===== src/rtl/fetch_stage_pkg.sv =====
// Shared fetch/decode constants: base opcodes, NOP encoding, reset vector and
// the decode-slot record handed from fetch to decode.
package fetch_stage_pkg;

   localparam int unsigned XLEN = 32;

   localparam logic [XLEN-1:0] NOP_INST         = 32'h0000_0013;
   localparam logic [XLEN-1:0] RESET_PC_DEFAULT = 32'h0000_0000;

   typedef enum logic [6:0] {
      OPC_LOAD   = 7'b000_0011,
      OPC_OP_IMM = 7'b001_0011,
      OPC_AUIPC  = 7'b001_0111,
      OPC_STORE  = 7'b010_0011,
      OPC_OP     = 7'b011_0011,
      OPC_LUI    = 7'b011_0111,
      OPC_BRANCH = 7'b110_0011,
      OPC_JALR   = 7'b110_0111,
      OPC_JAL    = 7'b110_1111,
      OPC_SYSTEM = 7'b111_0011
   } opcode_e;

   typedef struct packed {
      logic [XLEN-1:0] inst;
      logic [XLEN-1:0] pc;
   } id_slot_t;

   function automatic logic [XLEN-1:0] word_align(input logic [XLEN-1:0] addr);
      return {addr[XLEN-1:2], 2'b00};
   endfunction

endpackage


===== src/rtl/fetch_skid.sv =====
// Single-entry holding register with valid flag. Parks one returned
// instruction while the decode slot is still occupied.
module fetch_skid
   import fetch_stage_pkg::*;
#(
   parameter int unsigned W = XLEN
) (
   input  logic         clk,
   input  logic         rst_n,
   input  logic         i_load,
   input  logic         i_clear,
   input  logic [W-1:0] i_data,
   output logic         o_valid,
   output logic [W-1:0] o_data
);

   logic         r_valid;
   logic [W-1:0] r_data;

   // NOTE: state registers use non-blocking assignments so every flop samples
   // pre-edge values regardless of process ordering.
   always_ff @(posedge clk or negedge rst_n) begin
      if (!rst_n) begin
         r_valid <= 1'b0;
         // NOTE: the data register is reset as well so o_data is never X,
         // even though o_valid already qualifies it.
         r_data  <= '0;
      end else if (i_clear) begin
         r_valid <= 1'b0;
      end else if (i_load) begin
         r_valid <= 1'b1;
         r_data  <= i_data;
      end
   end

   assign o_valid = r_valid;
   assign o_data  = r_data;

endmodule


===== src/rtl/fetch_stage.sv =====
// Instruction fetch: owns the PC, keeps one request outstanding to imem and
// hands each returned word plus its PC to decode; redirects flush and restart.
module fetch_stage
   import fetch_stage_pkg::*;
#(
   parameter logic [31:0] RESET_PC = RESET_PC_DEFAULT
) (
   input  logic        clk,
   input  logic        rst_n,
   output logic        imem_req,
   output logic [31:0] imem_addr,
   input  logic        imem_gnt,
   input  logic        imem_rvalid,
   input  logic [31:0] imem_rdata,
   input  logic        redirect_valid,
   input  logic [31:0] redirect_pc,
   output logic        id_valid,
   input  logic        id_ready,
   output logic [31:0] id_inst,
   output logic [31:0] id_pc
);

   typedef enum logic [1:0] {S_REQ, S_WAIT, S_FULL, S_DROP} state_t;

   state_t      r_state, w_state_nxt;
   logic [31:0] r_pc, w_pc_nxt;
   logic        r_id_valid, w_id_valid_nxt;
   id_slot_t    r_slot, w_slot_nxt;

   logic        w_skid_load, w_skid_clear, w_skid_valid;
   logic [31:0] w_skid_data;
   logic        w_slot_free, w_slot_taken;

   assign w_slot_taken = r_id_valid & id_ready;
   assign w_slot_free  = ~r_id_valid | id_ready;

   fetch_skid #(.W(32)) u_skid (
      .clk     (clk),
      .rst_n   (rst_n),
      .i_load  (w_skid_load),
      .i_clear (w_skid_clear),
      .i_data  (imem_rdata),
      .o_valid (w_skid_valid),
      .o_data  (w_skid_data)
   );

   always_comb begin
      // NOTE: every output of this block gets a default first, so no path
      // through the case statements can infer a latch.
      w_state_nxt    = r_state;
      w_pc_nxt       = r_pc;
      w_slot_nxt     = r_slot;
      w_id_valid_nxt = r_id_valid & ~id_ready;
      w_skid_load    = 1'b0;
      w_skid_clear   = 1'b0;

      if (redirect_valid) begin
         w_pc_nxt       = word_align(redirect_pc);
         w_id_valid_nxt = 1'b0;
         w_skid_clear   = 1'b1;
         case (r_state)
            S_REQ:          w_state_nxt = imem_gnt ? S_DROP : S_REQ;
            S_WAIT, S_DROP: w_state_nxt = imem_rvalid ? S_REQ : S_DROP;
            default:        w_state_nxt = S_REQ;
         endcase
      end else begin
         case (r_state)
            S_REQ: begin
               if (imem_gnt) w_state_nxt = S_WAIT;
            end
            S_WAIT: begin
               if (imem_rvalid) begin
                  if (w_slot_free) begin
                     w_slot_nxt.inst = imem_rdata;
                     w_slot_nxt.pc   = r_pc;
                     w_id_valid_nxt  = 1'b1;
                     w_pc_nxt        = r_pc + 32'd4;
                     w_state_nxt     = S_REQ;
                  end else begin
                     w_skid_load = 1'b1;
                     w_state_nxt = S_FULL;
                  end
               end
            end
            S_FULL: begin
               // pc still names the parked word; it advances only on delivery
               if (w_slot_taken && w_skid_valid) begin
                  w_slot_nxt.inst = w_skid_data;
                  w_slot_nxt.pc   = r_pc;
                  w_id_valid_nxt  = 1'b1;
                  w_pc_nxt        = r_pc + 32'd4;
                  w_skid_clear    = 1'b1;
                  w_state_nxt     = S_REQ;
               end
            end
            default: begin
               if (imem_rvalid) w_state_nxt = S_REQ;
            end
         endcase
      end
   end

   always_ff @(posedge clk or negedge rst_n) begin
      if (!rst_n) begin
         r_state     <= S_REQ;
         r_pc        <= word_align(RESET_PC);
         r_id_valid  <= 1'b0;
         r_slot.inst <= NOP_INST;
         r_slot.pc   <= '0;
      end else begin
         r_state    <= w_state_nxt;
         r_pc       <= w_pc_nxt;
         r_id_valid <= w_id_valid_nxt;
         r_slot     <= w_slot_nxt;
      end
   end

   // Gated by rst_n so no request is visible while the block is held in reset.
   assign imem_req  = rst_n & (r_state == S_REQ);
   assign imem_addr = r_pc;

   assign id_valid = r_id_valid;
   assign id_inst  = r_slot.inst;
   assign id_pc    = r_slot.pc;

endmodule


===== config.mk =====
export PLATFORM = sky130hd
export DESIGN_NAME = fetch_stage
export DESIGN_NICKNAME = d
export VERILOG_FILES = /design/src/rtl/fetch_stage_pkg.sv /design/src/rtl/fetch_skid.sv /design/src/rtl/fetch_stage.sv
export SDC_FILE = /design/constraint.sdc
export NUM_CORES = 1
export LEC_CHECK = 0
export CAP_MARGIN = 5
export CORE_MARGIN = 2
export CORE_UTILIZATION = 50
export DETAILED_ROUTE_END_ITERATION = 6
export GPL_TIMING_DRIVEN = 0
export HOLD_SLACK_MARGIN = 0.12
export PLACE_DENSITY = 0.83
export SLEW_MARGIN = 30
export SYNTH_ARGS = -nofsm -noshare
export SYNTH_HDL_FRONTEND = slang
export SYNTH_SLANG_ARGS = --single-unit

===== constraint.sdc =====
create_clock -name clk -period 5.8 [get_ports clk]
set_input_delay 1.74 -clock clk [delete_from_list [all_inputs] [get_ports clk]]
set_output_delay 1.74 -clock clk [all_outputs]
set_load 0.02 [all_outputs]

==> results.json <==
{
  "outcome": "complete, but fails checks",
  "violations": "DRC",
  "cap_viol_max_count": 0,
  "max_freq_mhz": 198,
  "r2r_slack_ns": 3.02,
  "tightest_slew_ns": 0.663,
  "peakVddDrop_mv": 0.358,
  "syn_area_um2": 6090,
  "cts_root_buf": "clkbuf_16",
  "fin_crit_sh": 0.869,
  "avgRoutedWirePerCell_um": 18.1,
  "routabilityCongestion": 0.833,
  "wirelength_um": 15400,
  "start_util": 0.509,
  "cts_tree": "yes",
  "cts-resized-gates": 0,
  "dp_hpwl_um": 11100,
  "insertion_delay_ns": 0.41,
  "yosysWarnings": 0,
  "arrival_ns": 3.30,
  "antenna_left": 0,
  "cts.sinks": 128,
  "hp-class": "flip-flop to flip-flop",
  "hp-start": "u_skid.o_data[29]$_DFFE_PN0P_",
  "die_w_um": 114,
  "slew_headroom": 0.558,
  "fin_ws_ns": 0.759,
  "clockBufferDepth": 2,
  "dp_cells": 817,
  "rsz0062_at_grt": "no",
  "p_per_area_nw_per_um2": 499,
  "setup_violations": 0,
  "crit_fanout": 68,
  "hold_end": "u_skid.o_data[29]$_DFFE_PN0P_",
  "grt_pass1_vias": 4902,
  "dieHeight_um": 114,
  "seq_area_frac_synth": 0.527,
  "cp.required_ns": 4.06,
  "drtIter0Drc": 286,
  "ys_ff_latch": 128,
  "grt_max_degree": 69,
  "finalMaxSlewViolations": 0,
  "numPortBuffers": 161,
  "nets": 764,
  "synth_area_per_cell_um2": 12.1,
  "top_usage_layer": "met2",
  "end_kind": "output pin",
  "ys_types": 47,
  "cts.htree.levels": 4,
  "via_per_inst": 5.51,
  "diodes": 0,
  "grt_usage": 0.249,
  "sw_frac_of_total": 0.337,
  "via_count": 4679,
  "met2_usage": 0.424,
  "clkPwrFrac": 0.235,
  "pre_cts_ws_ns": 0.702,
  "pwr-share-seq": 0.341,
  "drc_errors": 1,
  "cts_made_buffers": 17,
  "io_pins": 168,
  "rows": 40,
  "dpl_cell_area_um2": 7930,
  "reg2reg_from": "r_state[0]$_DFFE_PN0P_",
  "r2r_end": "id_inst[22]$_DFFE_PN0P_",
  "post_cts_buffers": 0,
  "core_um2": 12000,
  "grt_overflow": 0,
  "min_path_cells": 1,
  "p_leak_nw": 3.56,
  "clock_skew_ns": 0.00466,
  "grtUsageMet3": 0.0582,
  "power_mw": 4.23,
  "path_class": "primary input to output pin",
  "clkTransAtPathRegs_ns": 0.05,
  "stdcell_count": 849,
  "antenna_found_initial": 0,
  "postCtsHoldBufs": 0,
  "drive_gt1_frac": 0.256,
  "fin_tns_setup_ns": 0,
  "r2r_cells": 6,
  "final_area_um2": 8480,
  "power.switching_mw": 1.43,
  "period_needed_ns": 5.04,
  "synth_cells": 505,
  "start_kind": "primary input",
  "grt_pass1_wl_um": 25000,
  "comb_power_share": 0.424,
  "first_pass_iters": 7,
  "hold_viol": 0,
  "area_growth_pct": 39.4,
  "use_met1": 0.308,
  "dieArea_um2": 13100,
  "internal_power_mw": 2.81
}
[critical path, cell delays in order]
cell and delay (ns):
buf_8 0.37, buf_16 0.35, and2_1 0.17, clkdlybuf4s50_1 0.63
[cell usage after synthesis, drive strengths merged]
| cell | number | area share |
|---|---|---|
| nor4 | 7 | 0.0072 |
| buf | 13 | 0.012 |
| and3 | 3 | 0.0031 |
| or4 | 3 | 0.0037 |
| a31oi | 9 | 0.0092 |
| and2 | 1 | 0.0010 |
| or3 | 6 | 0.0062 |
| a21o | 2 | 0.0025 |
| or2b | 1 | 0.0012 |
| o21ai | 30 | 0.025 |
| a311o | 1 | 0.0016 |
| dfrtp | 125 | 0.51 |
| ha | 5 | 0.010 |
| o211ai | 1 | 0.0012 |
| nor2 | 25 | 0.017 |
| mux2 | 127 | 0.23 |
| dfstp | 3 | 0.013 |
| nor3 | 8 | 0.0084 |
| o31ai | 3 | 0.0037 |
| xor2 | 9 | 0.013 |
| a221oi | 1 | 0.0014 |
| nor2b | 2 | 0.0021 |
| clkbuf | 12 | 0.0074 |
| nand4 | 10 | 0.011 |
| or2 | 1 | 0.0010 |
| nand3 | 16 | 0.014 |
| a21oi | 7 | 0.0082 |
| mux2i | 2 | 0.0033 |
| a211oi | 1 | 0.0033 |
| nand2 | 42 | 0.026 |
| nor4b | 2 | 0.0029 |
| xnor2 | 10 | 0.014 |
| o2111ai | 5 | 0.0082 |
| a22oi | 2 | 0.0025 |
| conb | 1 | 0.00062 |
| inv | 9 | 0.0055 |
[power by group through the flow]
stage	Combinational (mW)	Clock [mW]	Sequential [mW]
final	1.79	0.995	1.44
after global routing	1.92	1.05	1.49
after CTS	1.81	1.01	1.45
after detailed placement	1.80	0	1.46
after global placement	1.75	0	1.43
after floorplan	0.757	0	1.72
[metrics by stage]
| stage | hold WS [ns] | utilization |
|---|---|---|
| 5_1_grt | 0.507 | 0.709 |
| 2_1_floorplan | 0.474 | - |
| 3_5_place_dp | 0.492 | 0.663 |
| 4_1_cts | 0.503 | 0.709 |
| 3_3_place_gp | 0.481 | 0.660 |
| 6_report | 0.499 | 0.709 |
[state kept, by name, indices dropped and copies added (netlist names)]
signal	flops
u_skid.o_valid	1
r_state	2
u_skid.o_data	32
imem_addr	30
id_inst	32
id_valid	1
id_pc	30
[layout make-up]
type / count / area [um^2]
Buffer: 25 / 120
Clock inverter: 6 / 57.6
Clock buffer: 26 / 499
Sequential cell: 128 / 3210
Tap cell: 147 / 184
Fill cell: 871 / 3480
Inverter: 9 / 33.8
Multi-Input combinational cell: 346 / 2740
Timing Repair Buffer: 162 / 1640
[how the worst max path moves through the flow]
stage          startpoint        to  slack, ns  depth (start not counted)
3_5_place_dp        rst_n  imem_req       0.70                          4
2_1_floorplan       rst_n  imem_req       2.10                          1
5_1_grt             rst_n  imem_req       0.58                          4
3_3_place_gp        rst_n  imem_req      -3.34                          3
4_1_cts             rst_n  imem_req       0.71                          4
6_report            rst_n  imem_req       0.76                          4
[per-layer routing]
| layer | wire [um] | vias up |
|---|---|---|
| met3 | 804 | 28 |
| met1 | 6430 | 2301 |
| li1 | - | 2182 |
| met4 | 323 | 0 |
| met5 | 0 | - |
| met2 | 7820 | 168 |
[logic make-up after synthesis]
logic type / count (synthesis) / synth area share
xor gates and xnor gates: 19 / 0.0273
buffers and inverters: 34 / 0.0253
muxes: 129 / 0.238
other: 1 / 0.000616
DFF: 128 / 0.527
adders and majority gates: 5 / 0.0103
and+or+nand+nor: 127 / 0.105
AOI/OAI and AO/OA: 62 / 0.0666
[layout by cell type (no fill, tap or decap), types with 7 or more instances in the layout]
cell / n
a31oi_1: 9
dfrtp_1: 125
inv_1: 9
nor2_1: 24
clkdlybuf4s50_1: 160
clkbuf_1: 17
clkbuf_16: 17
mux2_2: 127
nor3_1: 7
nand2_1: 41
nor4_1: 7
nand3_1: 15
xnor2_1: 10
o21ai_0: 29
nand4_1: 9
xor2_1: 9
Note: power is estimated with default switching activity, not from simulation.
